## config.mk

```make
export PLATFORM = sky130hd
export DESIGN_NAME = sync_ram
export DESIGN_NICKNAME = d
export VERILOG_FILES = /design/src/rtl/sync_ram.sv
export SDC_FILE = /design/constraint.sdc
export NUM_CORES = 1
export LEC_CHECK = 0
export CAP_MARGIN = 20
export CORE_MARGIN = 8
export CORE_UTILIZATION = 55
export DETAILED_ROUTE_END_ITERATION = 16
export PLACE_DENSITY = 0.78
export RECOVER_POWER = 100
export SKIP_LAST_GASP = 1
export SLEW_MARGIN = 25
export SYNTH_ARGS = -nofsm -noshare
export SYNTH_HDL_FRONTEND = slang
export SYNTH_SLANG_ARGS = --single-unit
```

## constraint.sdc

```tcl
create_clock -name clk -period 3 [get_ports clk]
set_input_delay 0.9 -clock clk [delete_from_list [all_inputs] [get_ports clk]]
set_output_delay 0.9 -clock clk [all_outputs]
set_load 0.005 [all_outputs]
```

## src/rtl/sync_ram.sv

```systemverilog
// Single-port synchronous scratch RAM with a registered, write-through read port.
// An asynchronous active-low reset clears both the storage array and the output register.
module sync_ram #(
    parameter int DATA_WIDTH = 8,
    parameter int ADDR_WIDTH = 4
) (
    input  logic                  clk,
    input  logic                  rst_n,
    input  logic                  we,
    input  logic [ADDR_WIDTH-1:0] addr,
    input  logic [DATA_WIDTH-1:0] din,
    output logic [DATA_WIDTH-1:0] dout
);

    localparam int DEPTH = 32'd1 << ADDR_WIDTH;

    logic [DATA_WIDTH-1:0] mem_r [DEPTH];
    logic [DATA_WIDTH-1:0] dout_r;

    // Storage array: the whole array is cleared on reset so contents are deterministic afterwards.
    always_ff @(posedge clk or negedge rst_n) begin
        if (!rst_n) begin
            for (int i = 0; i < DEPTH; i++) begin
                mem_r[i] <= '0;
            end
        end else if (we) begin
            mem_r[addr] <= din;
        end else begin
            mem_r[addr] <= mem_r[addr];
        end
    end

    // Output register: on a write the new data is forwarded, so dout never shows the stale word.
    always_ff @(posedge clk or negedge rst_n) begin
        if (!rst_n) begin
            dout_r <= '0;
        end else if (we) begin
            dout_r <= din;
        end else begin
            dout_r <= mem_r[addr];
        end
    end

    assign dout = dout_r;

endmodule

```

==> out/qor.yml <==
outcome:
  status: "complete, but fails checks"
  violations: "max-capacitance violations, max-slew violations"
synth:
  postSynthAreaPerCell_sq_um: 9.62
  synth_area_sq_um: 6460
  ys_seq_elements: 136
  synth.distinct_cells: 38
  synth_nets: 687
  synth_edf_count: 0
  synth_flop_cell: "dfrtp_1"
  yosys_warnings: 0
  synthCells: 672
  yosysSeqAreaShare_pct: 52.7
  synthArstFlopShare_pct: 100
cells_and_area:
  utilization_pct: 67.9
  multiInputGateArea_sq_um: 2820
  drive_gt1_share_pct: 14.9
  diodes: 0
  stdcell_area_sq_um: 7790
  syn_to_final_growth_pct: 20.5
  ff_latch_area_sq_um: 3400
  nFillCells: 828
  final_net_count: 740
setup_path:
  cp_slowest_cell: "dlygate4sd3_1"
  startpoint_type: "input port"
  critPathCaptureType: "register"
  critPathRequiredTime_ns: 3.28
  cp_num_buf_inv: 2
  criticalPathCategory: "input port to register"
  cp_data_arrival_time_ns: 3.07
  path_max_fanout: 9
  crit_chain: "dlygate4sd3_1 -> mux4_2 -> and2_0 -> o41ai_1 -> buf_4 -> a41oi_1"
  crit_family: "buffers and inverters"
  critPathMaxStageDelay_ns: 0.77
global_routing:
  grt.total_usage_pct: 24.2
  antenna_found_initial: 0
  grt_remaining_overflow: 0
  grt_max_degree: 53
  grt_pass1_vias: 5538
  grt_pass1_wl_um: 29800
floorplanning:
  die-area_sq_um: 15500
  core-area_sq_um: 11500
  row_count: 39
  die_w_um: 124
  die_h_um: 124
  io_pins: 23
  initial_utilization_pct: 56.4
route:
  drt_iter0_drc: 502
  drtPass1Iterations: 5
  detail-route-antenna-nets: 0
  totalWireLength_um: 18500
  via_count: 5645
  vias_per_cell: 6.41
  drc_errors: 0
  wire_per_inst_um: 21.0
timing:
  tns_ns: 0
  worst_slack_ns: 0.204
  hold_viol: 0
  max_freq_ghz: 0.358
  relSlewSlack_pct: -46.6
  skew_ns: 0.00547
  setup_viol: 0
  timing_worst_slew_pin_value_ns: 2.20
  finalMaxSlewViolations: 41
  layout_min_cycle_time_ns: 2.80
  rsz0062_at_grt: "no"
  timing.final.crit_share_pct: 93.2
place:
  dp_hpwl_um: 12100
  io_buffers: 22
  gp_congestion: 0.869
  postPlaceCellArea_sq_um: 7130
  dp_slack_ns: 0.00504
pwr:
  power_density_nw_per_um2: 754
  p_leak_nw: 3.34
  finalPower_mw: 5.87
  vdd_drop_max_mv: 0.386
cts:
  path_clk_slew_ns: 0.06
  clockRootBuffer: "clkbuf_16"
  post_cts_buffers: 0
  clockBufferDepth: 2
  hold_buffers: 0
  post_cts_resized: 0
  clkLatencyLatePin_ns: 0.42
  numCtsBuffers: 17
  cts.sinks: 136
  cts_tree: "built"
  htreeDepth: 4
min_path:
  hold_class: "register to register"
run:
  cap_violations: 1
[worst register-to-register path, cell delays in order (launching register included)]
cell and delay (ns):
dfrtp_1 0.38, mux4_2 0.48, and2_0 0.18, o41ai_1 0.47, buf_4 0.25, a41oi_1 0.12
[Yosys cell counts (all sizes together), types with 2 or more instances]
cell type / number / area (sq um)
dfrtp: 136 / 3400
nand2: 134 / 503
o21ai: 128 / 641
a21oi: 71 / 355
mux2i: 45 / 450
clkbuf: 25 / 93.8
buf: 23 / 130
nor2: 18 / 67.6
nor2b: 13 / 81.3
o22ai: 13 / 81.3
a221oi: 8 / 70.1
a31oi: 8 / 50.1
mux4: 8 / 180
nand3: 6 / 30.0
o221ai: 6 / 52.6
a41oi: 4 / 35.0
and4bb: 3 / 37.5
mux2: 3 / 33.8
nor4b: 3 / 32.5
and2: 2 / 15.0
and3: 2 / 12.5
inv: 2 / 7.51
nand3b: 2 / 15.0
[metal layers]
layer | track usage, % | share of wire, %
met4 | 13.3 | 4.1
met3 | 7.02 | 8.1
met5 | 0 | 0
met1 | 30.7 | 41
met2 | 36.4 | 47
[registers in the layout, indices dropped and copies added, names as in the netlist]
| name | count |
|---|---|
| mem_r | 128 |
| dout | 8 |
[worst paths after layout]
kind	start	end	slack [ns]	cells after the start
max	addr[1]	mem_r[51]$_DFFE_PN0P_	0.20	6
min	mem_r[115]$_DFFE_PN0P_	mem_r[115]$_DFFE_PN0P_	0.48	2
max reg2reg	mem_r[99]$_DFFE_PN0P_	mem_r[51]$_DFFE_PN0P_	0.97	5
min reg2reg	mem_r[115]$_DFFE_PN0P_	mem_r[115]$_DFFE_PN0P_	0.48	2
max in group asynchronous	rst_n	dout[5]$_DFF_PN0_	0.58	2
min in group asynchronous	rst_n	mem_r[17]$_DFFE_PN0P_	1.12	1
[metrics by stage]
stage / hold slack, ns / instances
finish: 0.478 / 881
global route: 0.491 / 881
CTS: 0.467 / 881
detailed placement: 0.469 / 849
global placement: 0.458 / 849
floorplan: 0.444 / 672
[cell usage in the layout, fill, tap and decap left out, drive strengths merged, types with 2 or more instances in the layout]
cell and count:
a21oi 71, a221oi 8, a31oi 8, a41oi 4, and2 2, and3 2, and4bb 3, buf 58
bufinv 7, clkbuf 24, clkdlybuf4s50 10, clkinv 5, clkinvlp 2, dfrtp 136, dlygate4sd3 9, inv 2
mux2 3, mux2i 45, mux4 8, nand2 134, nand3 6, nand3b 2, nor2 18, nor2b 13
nor4b 3, o21ai 128, o221ai 6, o22ai 13
[cell families after synthesis]
group           after synthesis  share of synthesized area, %
simple gates                188                          12.9
mux                          56                          10.3
compound gates              241                          20.6
flops                       136                          52.7
buf+inv                      51                          3.64
[final cells by class]
cell class,instances,share of cell area (%)
sequential,136,43.7
multi-input combinational,485,36.2
timing repair buffer,82,8.75
clock buffer,19,5.69
clock inverter,13,3.20
tap,143,2.30
inverter,3,0.145
[power breakdown]
| group | total (mW) | switching (mW) | internal (mW) |
|---|---|---|---|
| clock network | 2.47 | 0.804 | 1.66 |
| logic | 0.960 | 0.548 | 0.412 |
| registers | 2.45 | 0.213 | 2.23 |
(Power assumes the default switching activity.)
